==> src/rtl/cam_capture_px_pkg.sv <==
// Shared definitions for the OV7670 capture path: input format codes,
// FSM encoding and RGB332 field layout.
package cam_capture_pkg;
  localparam logic [1:0] MODE_RGB565 = 2'd0;
  localparam logic [1:0] MODE_RGB444 = 2'd1;
  localparam logic [1:0] MODE_YUV_Y  = 2'd2;

  localparam int RGB332_R_W = 3;
  localparam int RGB332_G_W = 3;
  localparam int RGB332_B_W = 2;

  typedef enum logic [2:0] {
    S_IDLE,
    S_WAIT_SOF,
    S_BYTE1,
    S_BYTE2,
    S_EOF
  } cap_state_t;
endpackage

==> src/rtl/cam_capture_px_convert.sv <==
// Combinational byte-pair to RGB332 converter; also intended for the
// test-pattern source, so it carries no state.
module px_convert
  import cam_capture_pkg::*;
(
  input  logic [1:0] i_mode,
  input  logic [7:0] i_b1,
  input  logic [7:0] i_b2,
  output logic [RGB332_R_W+RGB332_G_W+RGB332_B_W-1:0] o_px
);

  always_comb begin
    o_px = {i_b1[7:5], i_b1[2:0], i_b2[4:3]};
    case (i_mode)
      MODE_RGB444: o_px = {i_b1[3:1], i_b2[7:5], i_b2[3:2]};
      // Luma replicated across all three channels gives a grey ramp.
      MODE_YUV_Y:  o_px = {i_b1[7:5], i_b1[7:5], i_b1[7:6]};
      default:     o_px = {i_b1[7:5], i_b1[2:0], i_b2[4:3]};
    endcase
  end

endmodule

==> src/rtl/cam_capture_px.sv <==
// OV7670 pixel capture: frames the camera byte stream, decimates, converts
// to RGB332 and writes linear addresses into the frame buffer.
module cam_capture_px
  import cam_capture_pkg::*;
#(
  parameter int H_RES = 640,
  parameter int V_RES = 480,
  parameter int DECIM = 4,
  parameter int AW    = 15,
  parameter int DW    = 8
) (
  input  logic          clk,
  input  logic          rst,
  input  logic          vsync,
  input  logic          href,
  input  logic [7:0]    px_data,
  input  logic [1:0]    mode,
  input  logic          continuous,
  input  logic          arm,
  output logic [AW-1:0] mem_px_addr,
  output logic [DW-1:0] mem_px_data,
  output logic          px_wr,
  output logic          frame_done,
  output logic          busy,
  output logic          ovf
);

  // Counters carry headroom past H_RES/V_RES so overruns stay detectable.
  localparam int XW = $clog2(H_RES + 1) + 1;
  localparam int YW = $clog2(V_RES + 1) + 1;
  localparam logic [XW-1:0] X_LIM  = XW'(H_RES);
  localparam logic [YW-1:0] Y_LIM  = YW'(V_RES);
  localparam logic [XW-1:0] X_MASK = XW'(DECIM - 1);
  localparam logic [YW-1:0] Y_MASK = YW'(DECIM - 1);
  localparam logic [AW-1:0] A_MAX  = AW'((H_RES / DECIM) * (V_RES / DECIM) - 1);

  cap_state_t    r_state, w_next;
  logic          r_vsync, r_href;
  logic          r_cont;
  logic [1:0]    r_mode;
  logic [7:0]    r_b1;
  logic [XW-1:0] r_x;
  logic [YW-1:0] r_y;
  logic [AW-1:0] r_addr;
  logic [DW-1:0] r_data;
  logic          r_wr, r_fd, r_busy, r_ovf;

  logic          w_sof, w_pix, w_lend, w_keep, w_out;
  logic [7:0]    w_px;

  px_convert u_conv (
    .i_mode (r_mode),
    .i_b1   (r_b1),
    .i_b2   (px_data),
    .o_px   (w_px)
  );

  always_comb begin
    w_next = r_state;
    case (r_state)
      S_IDLE:     if (arm) w_next = S_WAIT_SOF;
      S_WAIT_SOF: if (r_vsync && !vsync) w_next = S_BYTE1;
      S_BYTE1: begin
        if (vsync)     w_next = S_EOF;
        else if (href) w_next = S_BYTE2;
      end
      // Either a full pixel or an odd trailing byte: both return to BYTE1.
      S_BYTE2:    w_next = vsync ? S_EOF : S_BYTE1;
      S_EOF:      w_next = r_cont ? S_WAIT_SOF : S_IDLE;
      default:    w_next = S_IDLE;
    endcase
  end

  assign w_sof  = (r_state == S_WAIT_SOF) && r_vsync && !vsync;
  assign w_pix  = (r_state == S_BYTE2) && !vsync && href;
  assign w_lend = ((r_state == S_BYTE1) || (r_state == S_BYTE2)) && r_href && !href;
  assign w_out  = (r_x >= X_LIM) || (r_y >= Y_LIM);
  assign w_keep = !w_out && ((r_x & X_MASK) == '0) && ((r_y & Y_MASK) == '0);

  always_ff @(posedge clk or negedge rst) begin
    if (!rst) begin
      r_state <= S_IDLE;
      r_vsync <= 1'b0;
      r_href  <= 1'b0;
      r_cont  <= 1'b0;
      r_mode  <= MODE_RGB565;
      r_b1    <= '0;
      r_x     <= '0;
      r_y     <= '0;
      r_addr  <= '0;
      r_data  <= '0;
      r_wr    <= 1'b0;
      r_fd    <= 1'b0;
      r_busy  <= 1'b0;
      r_ovf   <= 1'b0;
    end else begin
      r_state <= w_next;
      r_vsync <= vsync;
      r_href  <= href;
      r_wr    <= 1'b0;
      r_fd    <= (w_next == S_EOF);

      if ((r_state == S_IDLE) && arm) begin
        r_cont <= continuous;
        r_ovf  <= 1'b0;
        r_busy <= 1'b1;
      end

      if ((r_state == S_EOF) && !r_cont)
        r_busy <= 1'b0;

      // Address advances the cycle after the write it belonged to.
      if (w_sof) begin
        r_mode <= mode;
        r_cont <= continuous;
        r_addr <= '0;
      end else if (r_wr && (r_addr != A_MAX)) begin
        r_addr <= r_addr + AW'(1);
      end

      if ((r_state == S_BYTE1) && !vsync && href)
        r_b1 <= px_data;

      if (w_pix) begin
        if (w_keep) begin
          r_wr   <= 1'b1;
          r_data <= DW'(w_px);
        end else if (w_out) begin
          r_ovf <= 1'b1;
        end
        if (r_x != '1) r_x <= r_x + XW'(1);
      end

      if (w_sof) begin
        r_x <= '0;
        r_y <= '0;
      end else if (w_lend) begin
        r_x <= '0;
        if (r_y != '1) r_y <= r_y + YW'(1);
      end
    end
  end

  assign mem_px_addr = r_addr;
  assign mem_px_data = r_data;
  assign px_wr       = r_wr;
  assign frame_done  = r_fd;
  assign busy        = r_busy;
  assign ovf         = r_ovf;

endmodule

==> config.mk <==
export PLATFORM = sky130hd
export DESIGN_NAME = cam_capture_px
export DESIGN_NICKNAME = d
export VERILOG_FILES = /design/src/rtl/cam_capture_px_pkg.sv /design/src/rtl/cam_capture_px_convert.sv /design/src/rtl/cam_capture_px.sv
export SDC_FILE = /design/constraint.sdc
export NUM_CORES = 1
export LEC_CHECK = 0
export ABC_AREA = 1
export CAP_MARGIN = 20
export CORE_MARGIN = 2
export CORE_UTILIZATION = 56
export DETAILED_ROUTE_END_ITERATION = 10
export HOLD_SLACK_MARGIN = 0.02
export PLACE_DENSITY_LB_ADDON = 0.1
export SYNTH_ARGS = -nofsm -noshare
export SYNTH_HDL_FRONTEND = slang
export SYNTH_SLANG_ARGS = --single-unit
export TNS_END_PERCENT = 10
==> constraint.sdc <==
create_clock -name clk -period 1.9 [get_ports clk]
set_input_delay 0.38 -clock clk [delete_from_list [all_inputs] [get_ports clk]]
set_output_delay 0.38 -clock clk [all_outputs]
set_load 0.01 [all_outputs]
* Yosys cells after proc, flatten, opt, wreduce, memory -nomap -nowiden
Index checks and enable logic that the tools add are counted.
** Storage, ports and cells
- Word-level logic and storage cells :: 89
- Input bits :: 16
- Flip-flop bits (word level) :: 64
- Output and inout port bits :: 27
** Cells by class
- Add/sub/neg operators :: 3
- Multiplexer cells :: 27
- Order comparisons :: 2
- Eq/ne operators :: 10
- Reductions and logical operators :: 33
** Operator list (number)
- $mux W11 :: 4
- $mux W10 :: 3
- $mux W15 :: 2
- $pmux W8 S2 :: 1
- $add A15 B1 Y15 const B :: 1
- $mux W3 :: 5
- $ne A15 B15 Y1 const B :: 1
- $pmux W3 S5 :: 1
- $logic_and A1 B1 Y1 :: 14
- $add A11 B1 Y11 const B :: 1
- $ge A11 B10 Y1 const B :: 1
- $logic_not A11 Y1 :: 1
- $mux W1 :: 11
- $ne A11 B11 Y1 const B :: 1
- $add A10 B1 Y10 const B :: 1
- $ge A10 B9 Y1 const B :: 1
- $logic_not A10 Y1 :: 1
- $ne A10 B10 Y1 const B :: 1
- $reduce_bool A2 Y1 :: 5
- $eq A3 B2 Y1 const B :: 2
- $eq A3 B3 Y1 const B :: 2
- $reduce_and A2 Y1 :: 3
- $reduce_bool A3 Y1 :: 2
- $logic_not A1 Y1 :: 4
- 5 further kinds :: 6

* Depth between registers and ports, before layout
- Word-level depth :: 7
- Depth in mapped cells :: 10
- Gate-level depth less buffers :: 10

* Modules after synthesis
Synthesis repeated with hierarchy kept, for this count alone.
** Unflattened totals
- Cells, all modules :: 460
- Area total of the unflattened synthesis :: 3606.0 µm²
** Modules (own cells, without submodules)
- cam_capture_px :: sequential area each 1601.5 µm², times used 1, area each 3403.3 µm², cells each 418
- px_convert :: sequential area each 0.0 µm², times used 1, area each 202.7 µm², cells each 42

* Least setup slack after synthesis
No wires, ideal clock.
- Path kind :: register to register
- Start point :: register r_addr[0] (netlist: mem_px_addr[0])
- End point :: register r_addr[4] (netlist: mem_px_addr[4])
- Path buffers :: 1
- Required time :: 1783 ps
- Slack :: 335 ps
- Setup time :: 117 ps
- Cell stages (with the launch flop) :: 10
- Arrival time :: 1448 ps
- Cell sequence :: dfrtp_1 > ha_1 > inv_1 > nor2_4 > nand2_4 > nor2_4 > nor2_4 > buf_2 > nand3_1 > nand2_1
** Between the ends
- Cells in the longest elaborated chain, start to end :: 3
- Elaborated cells between the ends (all ways) :: 6
- Those cells by class :: 1 x add/sub; 1 x eq/ne; 2 x mux; 2 x reduce/logical
** RTL lines
- from (decl) :: line cam_capture_px.sv:44 : logic [AW-1:0] r_addr;
- from (signal assigned) :: line cam_capture_px.sv:118 : r_addr <= r_addr + AW'(1);
- $add A15 B1 Y15 / $ne A15 B15 Y1 (equally long branches) :: line cam_capture_px.sv:118, cam_capture_px.sv:117
- $mux W15 / $logic_and A1 B1 Y1 (equally long branches) :: line cam_capture_px.sv:117 : end else if (r_wr && (r_addr != A_MAX)) begin
- $mux W15 / $reduce_bool A2 Y1 (equally long branches)
Several ways; a longest one is shown, not always the timed one. The select of a mux whose other input is x is not followed.
A chain may end at the register's enable or synchronous reset.

* Worst setup path in the final report
- Start point :: register r_addr[9] (netlist: mem_px_addr[9])
- End point :: output mem_px_addr[9]
** RTL lines
- to (decl) :: line cam_capture_px.sv:20 : output logic [AW-1:0] mem_px_addr,
No word-level cell between the ends.

==> reports/qor.yml <==
io_buffers: 42
dieArea_um2: 6980
cts_buffers: 9
slew-limit-headroom_pct: 66.9
p_per_area_nw_per_um2: 992
synth_cells: 466
wl_per_cell_um: 13.1
cp_top_family: "buffers and inverters"
drt_iter0_markers: 246
hp-class: "reg -> reg"
ir_drop_v: 0.000672
nets: 549
ys.warnings.count: 0
worstHoldStart: "busy$_DFFE_PN0P_"
drcViolationCount: 0
mappedNetlistNets: 489
timing.final.crit_share_pct: 93.9
clk_latency_ns: 0.34
hold_violations: 0
max_stage_delay_ns: 0.58
reg2reg_from: "mem_px_addr[0]$_DFFE_PN0P_"
cts_buffer_depth: 2
ant_nets: 0
crit_type: "reg -> out"
place.gp.congestion: 0.915
routed_wl_um: 7940
area_growth_pct: 21.9
seq_area_frac_synth_pct: 44.5
rsz0062_at_grt: "false"
grt_pass1_wl_um: 14100
htree_levels: 3
antenna_cells: 0
vias: 3156
cts_sinks: 63
start_util_pct: 58.8
avgSynthCellArea_um2: 7.61
root_buffer: "clkbuf_8"
worstPathRequired_ns: 1.52
ios: 43
fin_skew_ns: 0.00991
final_cell_mix: "nand2_1 (145), dfrtp_1 (63), inv_1 (57)"
path_clk_slew_ns: 0.08
synth_seq_cells: 63
path_cells: "clkdlybuf4s50_1"
startpoint: "mem_px_addr[9]$_DFFE_PN0P_"
drive_above_1_share_pct: 10.9
dp_cells: 589
max_clock_freq_ghz: 0.560
tightest_slew_ns: 0.496
num_rows: 28
reg2reg_slack_ns: 0.22
path_max_fanout: 7
critical_path.slowest_cell: "clkdlybuf4s50_1"
finalPower_mw: 4.29
startpoint_type: "register"
outcome: "finished clean"
core-area_um2: 6030
dpl_cell_area_um2: 4140
min_period_ns: 1.79
synth_cell_type_count: 32
cts_tree: "yes"
drv_cap: 0
grt_antenna_before_repair: 0
viasPerCell: 5.21
power_leakage_nw: 2.05
cp.arrival_ns: 1.41
cts-resized-gates: 0
grt_max_degree: 25
synth_area_um2: 3550
setup_violations: 0
dp_hpwl_um: 5800
final.setup.tns_ns: 0
postLayoutCoreUtil_pct: 71.7
fin_ws_ns: 0.115
dr.pass1.iters: 5
crit_buf_inv: 1
die_x_um: 83.6
hold_ws_ns: 0.522
finalMaxSlewViolations: 0
die_h_um: 83.6
grt_overflow_total: 0
place_ws_ns: -0.0322
crit_path_end_kind: "output port"
final_common_cell: "nand2_1"
design_area_um2: 4320
grt_usage_pct: 24.7
stdcell_count: 606
grt_pass1_vias: 3082
-- path summary, 6_finish.rpt --
| path | cells after the start | end |
|---|---|---|
| max in group asynchronous | 3 | mem_px_addr[8]$_DFFE_PN0P_ |
| hold reg to reg | 2 | busy$_DFFE_PN0P_ |
| setup reg to reg | 9 | mem_px_addr[11]$_DFFE_PN0P_ |
| hold / removal | 2 | busy$_DFFE_PN0P_ |
| min in group asynchronous | 2 | r_y[2]$_DFFE_PN0P_ |
| setup / recovery | 1 | mem_px_addr[9] |
-- what timing repair did --
item,4_1_cts,5_1_grt
setup buffers,0,0
hold buffers,1,0
hold endpoints to repair,17,0
-- flip-flops by register name (all words and copies together), names as in the netlist --
| name | count |
|---|---|
| busy | 1 |
| frame_done | 1 |
| mem_px_addr | 15 |
| mem_px_data | 8 |
| ovf | 1 |
| px_wr | 1 |
| r_b1 | 7 |
| r_cont | 1 |
| r_href | 1 |
| r_mode | 2 |
| r_state | 3 |
| r_vsync | 1 |
| r_x | 11 |
| r_y | 10 |
-- metal layers --
| layer | wire [µm] | vias to the layer above | GRT usage (%) |
|---|---|---|---|
| met5 | 0 | - | 0 |
| met4 | 85 | 0 | 9.24 |
| met3 | 429 | 10 | 3.56 |
| met2 | 3740 | 99 | 39.3 |
| met1 | 3690 | 1450 | 34.5 |
| li1 | - | 1597 | - |
-- kinds of logic (layout without fill, tap and decap cells) --
logic type	Yosys count	after routing	share of synthesized area, %
adders and majority gates	7	7	2.47
and+or+nand+nor	255	255	32.4
AOI/OAI and AO/OA	53	53	8.08
muxes	5	5	1.59
buffers and inverters	70	135	7.83
DFF	63	63	44.5
xor gates and xnor gates	13	13	3.21
-- cells in the mapped netlist --
library cell	n	area share (%)
a21boi_1	1	0.21
a21oi_2	1	0.25
nand2_1	145	15
nand4_2	1	0.35
a31oi_1	1	0.18
xor2_1	11	2.7
a21oi_1	10	1.4
nand2_4	1	0.32
nor2_1	41	4.3
o2111ai_1	1	0.25
nor3_1	1	0.14
a22oi_1	3	0.64
buf_2	3	0.42
nor2_2	4	0.71
o21ai_0	28	4.0
buf_4	1	0.21
nand3_1	33	4.7
ha_1	7	2.5
nand2_2	4	0.71
xnor2_1	2	0.49
inv_1	57	6.0
mux2_2	5	1.6
o21ai_1	7	0.99
nand4_1	16	2.8
clkbuf_1	2	0.21
inv_2	6	0.64
or2_1	1	0.18
o21bai_1	1	0.21
buf_6	1	0.32
nor2_4	7	2.2
dfrtp_1	63	44
nor2_8	1	0.56
-- layout make-up --
type / instances / area [µm²]
clock buffers: 13 / 159
clock inverters: 3 / 17.5
fillers: 497 / 1700
inverters: 63 / 236
multi-input cells: 333 / 1690
flip-flops and latches: 63 / 1580
well taps: 75 / 93.8
repair buffers: 56 / 548
-- power breakdown --
group          internal [mW]  leakage (nW)  switching, mW
Combinational          0.571          1.15          0.802
Sequential              1.62         0.808          0.219
Clock                  0.542        0.0894          0.536
Total                   2.73          2.05           1.56
Power figures use the tool's default switching activity.
==> edit: new RTL, same flow settings <==
The 5 states of `cap_state_t` get a one-hot encoding in 5 bits.
--- a/src/rtl/cam_capture_px_pkg.sv
+++ b/src/rtl/cam_capture_px_pkg.sv
@@ -10,10 +10,10 @@
   localparam int RGB332_B_W = 2;
 
-  typedef enum logic [2:0] {
-    S_IDLE,
-    S_WAIT_SOF,
-    S_BYTE1,
-    S_BYTE2,
-    S_EOF
+  typedef enum logic [4:0] {
+    S_IDLE     = 5'b00001,
+    S_WAIT_SOF = 5'b00010,
+    S_BYTE1    = 5'b00100,
+    S_BYTE2    = 5'b01000,
+    S_EOF      = 5'b10000
   } cap_state_t;
 endpackage
Function: no difference found for any inputs over 10 cycles, from zero or initial values and one cycle with rst low; not proved beyond that.
==> edit against the original RTL <==
- the flow now finishes with violations (design-rule violations)
- largest cell class unchanged
- sequential power shrank 4%
- final area up 5.2%
- critical path depth unchanged
- die area grew 5.6%
- critical path type unchanged
- non-clock buffer count increased by 2
- routed wire length grew 3.2%
- synthesized area is 5.9% higher
- hold slack lost 0.041 ns
- power shrank 6.0%
- sequential cell count is 2 higher
- worst setup slack worse by 0.0091 ns
==> edit: results (changes against the original RTL) <==
.. list-table::
   :header-rows: 1

   * - Metric
     - Value
   * - Drt first pass iters
     - 8 (+3)
   * - Number of DRC markers in iteration 0
     - 182 (-26%)
   * - Outcome
     - finished with violations
   * - DR vias
     - 3340 (+5.8%)
   * - Metal2 WL
     - 3920 um (+4.7%)
   * - Final weighted congestion of routability-driven global placement
     - 0.901 (-1.5%)
   * - Violations in the final reports
     - design-rule violations
   * - Net count after synthesis
     - 507 (+3.7%)
   * - Fraction of layout cells with a size suffix above 1
     - 0.122 (+0.0133)
   * - Detailed-route DRC error count
     - 2 (+2)
   * - Library cells used by synthesis
     - 35 (+9.4%)
   * - Maximum number of pins on one net before global-route repair
     - 35 (+40%)
   * - Ranking of synthesized cells by area
     - sky130_fd_sc_hd__dfrtp_1 (43%), sky130_fd_sc_hd__nand2_1 (15%), sky130_fd_sc_hd__nand3_1 (6.9%)
   * - Adder-cell share of the synthesized area
     - 0.0233 (-0.00137)
   * - Detail Route met3 WL
     - 389 um (-9.3%)
   * - Average vias per placed instance
     - 5.35 (+2.8%)
   * - Destination of the critical timing path
     - mem_px_addr[2]
   * - Hold worst-path end
     - r_b1[0]
   * - First-pass GRT wire length
     - 14300 um (+1.3%)
   * - Post-route clock skew
     - 0.00979 ns (-0.000124 ns)
   * - Post-Synth XOR/XNOR Area
     - 0.0350 (+0.00289)
   * - Worst IR Drop VDD
     - 0.693 mV (+3.1%)
   * - M1 GR Usage
     - 0.335 (-0.00952)
   * - Worst flop-to-flop path startpoint
     - mem_px_addr[1]
   * - Post-synthesis compound-gate area fraction
     - 0.0787 (-0.00214)
   * - Routed length per instance
     - 13.1 um (+0.21%)
   * - Leakage Power
     - 2.25 nW (+9.8%)
   * - Mean Syn Cell Area
     - 7.76 um^2 (+1.9%)
   * - Mux cell area share after synthesis
     - 0 (-0.0159)
-- edit: changes by cell type after synthesis, moves of 4 or more --
cell                       change
sky130_fd_sc_hd__a221oi_1      +4
sky130_fd_sc_hd__mux2_2        -5
sky130_fd_sc_hd__nand3_1      +19
sky130_fd_sc_hd__nand3_2       +5
sky130_fd_sc_hd__nor2_1        -8
sky130_fd_sc_hd__nor2_4        -4
sky130_fd_sc_hd__o21ai_0      -11
sky130_fd_sc_hd__o21ai_2       +9
-- edit: worst reg2reg max path, cell delays in order (launching register included) --
cell,delay (ns)
sky130_fd_sc_hd__dfrtp_1,0.42
sky130_fd_sc_hd__ha_2,0.26
sky130_fd_sc_hd__nand3_2,0.13
sky130_fd_sc_hd__nor3_2,0.20
sky130_fd_sc_hd__nand2_1,0.12
sky130_fd_sc_hd__nand2_2,0.15
sky130_fd_sc_hd__inv_2,0.15
sky130_fd_sc_hd__nand3_1,0.10
sky130_fd_sc_hd__o21ai_0,0.08
-- edit: metrics by stage --
step / utilization / worst slack (ns) / hold WS, ns / cell area, um^2 / power [mW]
6_report: 0.708 / 0.106 / 0.481 / 4550 / 4.03
2_1_floorplan: - / 0.359 / 0.0844 / 3750 / 2.48
4_1_cts: 0.708 / 0.105 / 0.488 / 4550 / 4.05
5_1_grt: 0.708 / 0.0210 / 0.511 / 4550 / 4.29
3_3_place_gp: 0.674 / 0.0405 / 0.368 / 4330 / 2.73
3_5_place_dp: 0.674 / 0.00166 / 0.373 / 4330 / 2.78
-- edit: layout make-up --
class	count	area (um^2)
clock inverters	5	81.3
inverters	61	229
multi-input cells	348	1820
fillers	527	1870
repair buffers	58	563
clock buffers	10	128
flip-flops and latches	65	1630
well taps	77	96.3
